### src/rtl/dmac_dest_burst_scheduler.sv
// dmac_dest_burst_scheduler: splits destination transfers into 16-beat burst requests under an ID window.
module dmac_dest_burst_scheduler #(
  parameter int C_ID_WIDTH = 3,
  parameter int C_LENGTH_WIDTH = 24
) (
  input  logic                      s_axis_aclk,
  input  logic                      s_axis_aresetn,
  input  logic                      enable,
  output logic                      enabled,
  input  logic                      xfer_valid,
  output logic                      xfer_ready,
  input  logic [C_LENGTH_WIDTH-1:0] xfer_length,
  output logic                      req_valid,
  input  logic                      req_ready,
  output logic [3:0]                req_last_burst_length,
  output logic                      req_eot,
  output logic [C_ID_WIDTH-1:0]     request_id,
  input  logic [C_ID_WIDTH-1:0]     response_id,
  output logic                      busy
);
  typedef enum logic [1:0] {IDLE, ISSUE, DRAIN} state_e;
  localparam int CW = C_LENGTH_WIDTH - 4;
  localparam logic [C_ID_WIDTH-1:0] ID_ONE = 1;
  localparam logic [CW-1:0] CNT_ONE = 1;
  state_e state_q, state_d;
  logic enabled_q, enabled_d;
  logic [CW-1:0] cnt_q, cnt_d;
  logic [3:0] last_q, last_d;
  logic [C_ID_WIDTH-1:0] id_q, id_d, id_inc;
  logic win_full, req_hs;
  assign id_inc = id_q + ID_ONE;
  assign win_full = id_inc == response_id;
  assign req_valid = state_q == ISSUE && !win_full;
  assign req_eot = state_q == ISSUE && cnt_q == '0;
  assign req_hs = req_valid && req_ready;
  assign xfer_ready = state_q == IDLE && enable && enabled_q;
  assign busy = state_q == ISSUE;
  assign enabled = enabled_q;
  assign request_id = id_q;
  assign req_last_burst_length = last_q;
  always_comb begin
    state_d = state_q;
    enabled_d = enabled_q;
    cnt_d = cnt_q;
    last_d = last_q;
    id_d = id_q;
    case (state_q)
      IDLE: begin
        if (!enable) state_d = enabled_q ? DRAIN : IDLE;
        else if (!enabled_q) enabled_d = 1'b1;
        else if (xfer_valid) begin
          cnt_d = xfer_length[C_LENGTH_WIDTH-1:4];
          last_d = xfer_length[3:0];
          state_d = ISSUE;
        end
      end
      ISSUE: begin
        if (req_hs) begin
          id_d = id_inc;
          cnt_d = req_eot ? '0 : cnt_q - CNT_ONE;
          state_d = !enable ? DRAIN : req_eot ? IDLE : ISSUE;
        end else if (!enable && !req_valid) state_d = DRAIN;
      end
      DRAIN: begin
        if (response_id == id_q) begin
          state_d = IDLE;
          enabled_d = 1'b0;
        end
      end
      default: state_d = IDLE;
    endcase
  end
  always_ff @(posedge s_axis_aclk or negedge s_axis_aresetn) begin
    if (!s_axis_aresetn) begin
      state_q <= IDLE;
      enabled_q <= 1'b0;
      cnt_q <= '0;
      last_q <= '0;
      id_q <= '0;
    end else begin
      state_q <= state_d;
      enabled_q <= enabled_d;
      cnt_q <= cnt_d;
      last_q <= last_d;
      id_q <= id_d;
    end
  end
endmodule

### config.mk
export PLATFORM = sky130hd
export DESIGN_NAME = dmac_dest_burst_scheduler
export DESIGN_NICKNAME = d
export VERILOG_FILES = /design/src/rtl/dmac_dest_burst_scheduler.sv
export SDC_FILE = /design/constraint.sdc
export NUM_CORES = 1
export LEC_CHECK = 0
export ABC_CLOCK_PERIOD_IN_PS = 2750
export BUFFER_PORTS_ARGS = -buffer_cell sky130_fd_sc_hd__buf_4
export CORE_MARGIN = 4
export CORE_UTILIZATION = 53
export CTS_CLUSTER_SIZE = 40
export DETAILED_ROUTE_END_ITERATION = 16
export PLACE_DENSITY = 0.75
export RECOVER_POWER = 50
export SLEW_MARGIN = 20
export SYNTH_ARGS = -nofsm -noshare
export SYNTH_HDL_FRONTEND = slang
export SYNTH_SLANG_ARGS = --single-unit
### constraint.sdc
create_clock -name s_axis_aclk -period 2.75 [get_ports s_axis_aclk]
set_input_delay 0.275 -clock s_axis_aclk [delete_from_list [all_inputs] [get_ports s_axis_aclk]]
set_output_delay 0.275 -clock s_axis_aclk [all_outputs]
set_load 0.05 [all_outputs]
==> impl_metrics.tcl, run 1 <==
set metrics [dict create \
    critPathKind "reg -> out" \
    final_common_cell "buf_4" \
    hold_path_class "in -> reg" \
    grt_pass1_wl_mm 7.69 \
    grt_pass1_vias 1668 \
    yosys_warnings 0 \
    die_y_um 67.1 \
    place.gp.congestion 0.882 \
    synthArstFlopShare 1.00 \
    relSlewSlack -0.0740 \
    clockBufferDepth 2 \
    area_growth_pct 24.4 \
    clockRootBuffer "clkbuf_4" \
    drtAntennaViolNets 0 \
    fin_nets 284 \
    post_cts_buffers 0 \
    grt_usage 0.227 \
    drive_gt1_frac 0.249 \
    worst_pin_slew_ps 1610 \
    violations "capacitance limit, slew limit" \
    hold_violations 0 \
    num_vias 1767 \
    antenna_found_initial 0 \
    p_leak_nw 1.00 \
    yosysTopAreaCellShare 0.406 \
    synth_area_leaders "dfrtp_1 41%, o21ai_0 3.8%, o2bb2ai_1 3.8%" \
    period_minus_slack_ps 2520 \
    ys_seq_area_frac 0.406 \
    synth_edf_count 0 \
    die_x_um 67.1 \
    status "complete, but fails checks" \
    synth.avg_cell_area_sq_um 9.29 \
    ys_types 46 \
    ios 44 \
    wl_mm 4.54 \
    num_rows 21 \
    critPathArrivalTime_ps 2240 \
    finClkSkew_ps 13.4 \
    post-route-period-util 0.916 \
    reg2reg_from "cnt_q[11]$_DFFE_PN0P_" \
    timing.hold.ws_ps 172 \
    p_per_area_nw_per_um2 995 \
    cts_max_level 2 \
    startpoint "cnt_q[11]$_DFFE_PN0P_" \
    fmax_ghz 0.397 \
    syn-cell-area_sq_um 1850 \
    min_from "xfer_length[1]" \
    ys_ff_latch 30 \
    start_util 0.550 \
    cts_tree "done" \
    numCtsBuffers 5 \
    critPathLaunchType "flip-flop" \
    yosysTopAreaCell "dfrtp_1" \
    slew_violations 31 \
    fin_cells 295 \
    drv_cap 1 \
    synth_cells 199 \
    worst-path-max-fanout 7 \
    end_kind "output port" \
    crit_required_ps 2480 \
    path_clk_slew_ps 90 \
    cts.sinks 30 \
    diodes 0 \
    grt_overflow_total 0 \
    fp.coreArea_sq_um 3360 \
    fp.dieArea_sq_um 4500 \
    drc 0 \
    first_iter_violations 65 \
    setup_viol 0 \
    dr.pass1.iters 4 \
    rsz0062_at_grt "false" \
    clk_latency_ps 340 \
    final_cell_mix "44 x buf_4, 30 x dfrtp_1, 18 x nand2_1, 14 x o21ai_0, 12 x nor2_1" \
    drt-vias-per-instance 5.99 \
    dp_cells 287 \
    setup_tns_ps 0 \
    wire_per_inst_um 15.4 \
    portBuffers 43 \
    synth_nets 234 \
    grt_max_degree 31 \
    yosys_most_used_dff "dfrtp_1" \
    fin_util 0.684 \
    vdd_drop_max_mv 0.448 \
    dp_hpwl_mm 3.32 \
]
[stage by stage]
step	power, mW	instance area (sq um)	setup slack, ps
3_5_place_dp	2.09	2270	330
5_1_grt	2.46	2300	89.1
2_1_floorplan	1.73	1860	136
4_1_cts	2.34	2330	222
6_report	2.29	2300	231
3_3_place_gp	2.05	2270	402
[state kept, by name (all words and copies together), names as in the netlist]
register and count:
cnt_q 20, req_last_burst_length 4, request_id 3, state_q 2
enabled 1
[path summary, 6_finish.rpt]
kind                                                             end  slack [ps]  cells past startpoint
worst max-delay path                                         req_eot         230                      4
worst min-delay path            req_last_burst_length[1]$_DFFE_PN0P_         170                      2
worst max register to register                 cnt_q[11]$_DFFE_PN0P_         320                      6
worst min register to register                 cnt_q[14]$_DFFE_PN0P_         490                      1
max in group asynchronous                      cnt_q[12]$_DFFE_PN0P_         940                      2
min in group asynchronous                  request_id[2]$_DFFE_PN0P_         870                      2
[area by class of cell]
class                           instances  area [sq um]
Multi-Input combinational cell        152          1050
Clock buffer                            5          37.5
Inverter                                8          30.0
Timing Repair Buffer                   52           367
Fill cell                             294          1060
Clock inverter                          2          10.0
Sequential cell                        30           751
Tap cell                               46          57.6
[cell families (layout without fill, tap and decap cells)]
family / Yosys count / count (layout) / share of synthesized area
adder cells (fa/ha/maj): 3 / 3 / 0.0203
multiplexers: 5 / 5 / 0.0298
AND/OR/NAND/NOR: 66 / 66 / 0.189
flip-flops: 30 / 30 / 0.406
XOR/XNOR: 7 / 7 / 0.0413
buffers and inverters: 17 / 67 / 0.0359
AO/OA/AOI/OAI: 71 / 71 / 0.277
[power by group]
group	internal [mW]	switching [mW]	leakage, nW	total [mW]
sequential	0.647	0.235	0.367	0.882
combinational	0.464	0.695	0.604	1.16
clock	0.0917	0.156	0.0308	0.248
[worst max-delay path, stage by stage (launching register included)]
cell	delay [ps]
dfrtp_1	420
or4_1	660
nor4b_2	370
and3_1	250
buf_4	210
[per-layer routing]
layer  global-route usage  up-vias  wire length [um]
li1                     -      857                 -
met1                0.285      851              1980
met2                0.377       52              2230
met3               0.0523        7               275
met4               0.0810        0                52
met5                    0        -                 0
[cells in the mapped netlist, types with 2 or more instances]
cell and n:
nand2_1 18, o311a_1 3, a32oi_1 4, o22ai_1 2
nor4_1 5, o21ai_1 8, buf_2 2, a21oi_1 9
o2bb2ai_1 8, o21ai_0 14, dfrtp_1 30, mux2_2 4
o31ai_1 2, a22oi_1 7, nand2b_1 2, nand3_1 6
and2_1 2, xnor2_1 5, and3_1 2, clkbuf_1 7
ha_1 3, inv_1 7, nor2_1 12, nor3_1 9
a22o_1 7
[what timing repair did]
item / CTS / global route
gates resized for setup: 0 / 0
endpoints found under the hold margin: 30 / 0
hold buffers: 1 / 0
(Power assumes the default switching activity.)
==> run 2, diff against run 1 <==
Settings changed: RECOVER_POWER 50 to not set.
==> impl_metrics.tcl, run 2 (synthesis gave the netlist of run 1 again) <==
set metrics [dict create \
    start_util 0.550 \
    cts.sinks 30 \
    setup_tns_ps 0 \
    grt_usage 0.227 \
    critPathArrivalTime_ps 2240 \
    final_common_cell "buf_4" \
    portBuffers 43 \
    cp_top_family "simple AND/OR/NAND/NOR gates" \
    hold_buffers 1 \
    fmax_ghz 0.397 \
    clockRootBuffer "clkbuf_4" \
    hold_violations 0 \
    drc 0 \
    internal_power_mw 1.24 \
    cp_slowest_cell "or4_1" \
    post_cts_buffers 0 \
    wire_per_inst_um 15.4 \
    grt_max_degree 31 \
    worst_pin_slew_ps 855 \
    whs_endpoint "req_last_burst_length[1]$_DFFE_PN0P_" \
    post-route-period-util 0.916 \
    largest_reg_flops 20 \
    worst-path-max-fanout 7 \
    holdPathStages 2 \
    ctsResizeCount 0 \
    die_x_um 67.1 \
    p_comb_frac 0.514 \
    cts_max_level 2 \
    critPathMaxStageDelay_ps 660 \
    p_leak_nw 1.03 \
    min_from "xfer_length[1]" \
    power_frac_seq 0.379 \
    first_iter_violations 65 \
    wl_mm 4.54 \
    setup_viol 0 \
    dr.pass1.iters 4 \
    grt_overflow_total 0 \
    fin_util 0.692 \
    r2r-end "cnt_q[11]$_DFFE_PN0P_" \
    fp.coreArea_sq_um 3360 \
    max_flop_register "cnt_q" \
    final_cell_mix "51 x buf_4, 30 x dfrtp_1, 18 x nand2_1, 14 x o21ai_0, 12 x nor2_1" \
    num_vias 1768 \
    ios 44 \
    dp_hpwl_mm 3.32 \
    grt_pass1_wl_mm 7.69 \
    vdd_drop_max_mv 0.453 \
    path_clk_slew_ps 90 \
    critPathLaunchType "flip-flop" \
    timing.hold.ws_ps 172 \
    reg2reg_slack_ps 320 \
    rr_worst_depth 6 \
    num_rows 21 \
    fp.dieArea_sq_um 4500 \
    grt_pass1_vias 1668 \
    placed_area_sq_um 2270 \
    period_minus_slack_ps 2520 \
    end_kind "output port" \
    critPathKind "reg -> out" \
    place.gp.congestion 0.882 \
    drv_cap 0 \
    fin_area_sq_um 2330 \
    switching_share 0.466 \
    clkPwrFrac 0.106 \
    area_growth_pct 25.8 \
    nFillCells 280 \
    drtAntennaViolNets 0 \
    drive_gt1_frac 0.277 \
    hold_path_class "in -> reg" \
    clk_latency_ps 340 \
    power_switching_mw 1.09 \
    rsz0062_at_grt "false" \
    antenna_found_initial 0 \
    die_y_um 67.1 \
    fin_nets 284 \
    slew_violations 0 \
    status "finished clean" \
    diodes 0 \
    finClkSkew_ps 13.3 \
    relSlewSlack 0.430 \
    crit_required_ps 2480 \
    p_per_area_nw_per_um2 1000 \
    crit_chain "or4_1, nor4b_2, and3_1, buf_4" \
    reg2reg_from "cnt_q[11]$_DFFE_PN0P_" \
    clockBufferDepth 2 \
    crit_buf_inv 1 \
    cts_tree "done" \
    drt-vias-per-instance 5.99 \
    numCtsBuffers 5 \
]
-- run 2: cell types whose count changed in the layout (fill, tap and decap cells not counted) --
cell	previous run	this run
clkbuf_1	7	0
buf_4	44	51
-- run 2: how the worst max path moves through the flow --
stage,slack (ps),cells after the start,start,end
2_1_floorplan,140,6,enabled$_DFFE_PN0P_,cnt_q[7]$_DFFE_PN0P_
3_3_place_gp,400,6,cnt_q[11]$_DFFE_PN0P_,cnt_q[6]$_DFFE_PN0P_
3_5_place_dp,330,6,cnt_q[11]$_DFFE_PN0P_,cnt_q[6]$_DFFE_PN0P_
4_1_cts,220,4,cnt_q[11]$_DFFE_PN0P_,req_eot
5_1_grt,90,4,cnt_q[11]$_DFFE_PN0P_,req_eot
6_report,230,4,cnt_q[11]$_DFFE_PN0P_,req_eot
-- run 2: final cells by class --
class	count	area [sq um]	area share
clock buffer	5	37.5	0.0161
clock inverter	2	10.0	0.00430
inverter	8	30.0	0.0129
multi-input combinational	152	1050	0.450
sequential	30	751	0.323
tap	46	57.6	0.0247
timing repair buffer	52	393	0.169
-- run 2: per-stage QoR --
stage | std cells | total power, mW | setup slack, ps
4_1_cts | 295 | 2.34 | 222
3_5_place_dp | 287 | 2.09 | 330
5_1_grt | 295 | 2.50 | 89.1
3_3_place_gp | 287 | 2.05 | 402
6_report | 295 | 2.33 | 232
2_1_floorplan | 199 | 1.73 | 136
-- run 2: power groups by stage --
| stage | Sequential, mW | Clock, mW | Combinational [mW] |
|---|---|---|---|
| floorplan | 1.03 | 0 | 0.698 |
| global placement | 0.870 | 0 | 1.18 |
| detailed placement | 0.882 | 0 | 1.20 |
| CTS | 0.878 | 0.258 | 1.21 |
| global route | 0.915 | 0.269 | 1.32 |
| finish | 0.883 | 0.248 | 1.20 |
-- run 2: layer usage --
layer	global-route usage	part of all wire	wire length, um	up-vias
met3	0.0523	0.060	273	7
met4	0.0810	0.011	52	0
met5	0	0	0	-
met2	0.377	0.49	2230	52
li1	-	-	-	857
met1	0.285	0.44	1980	852
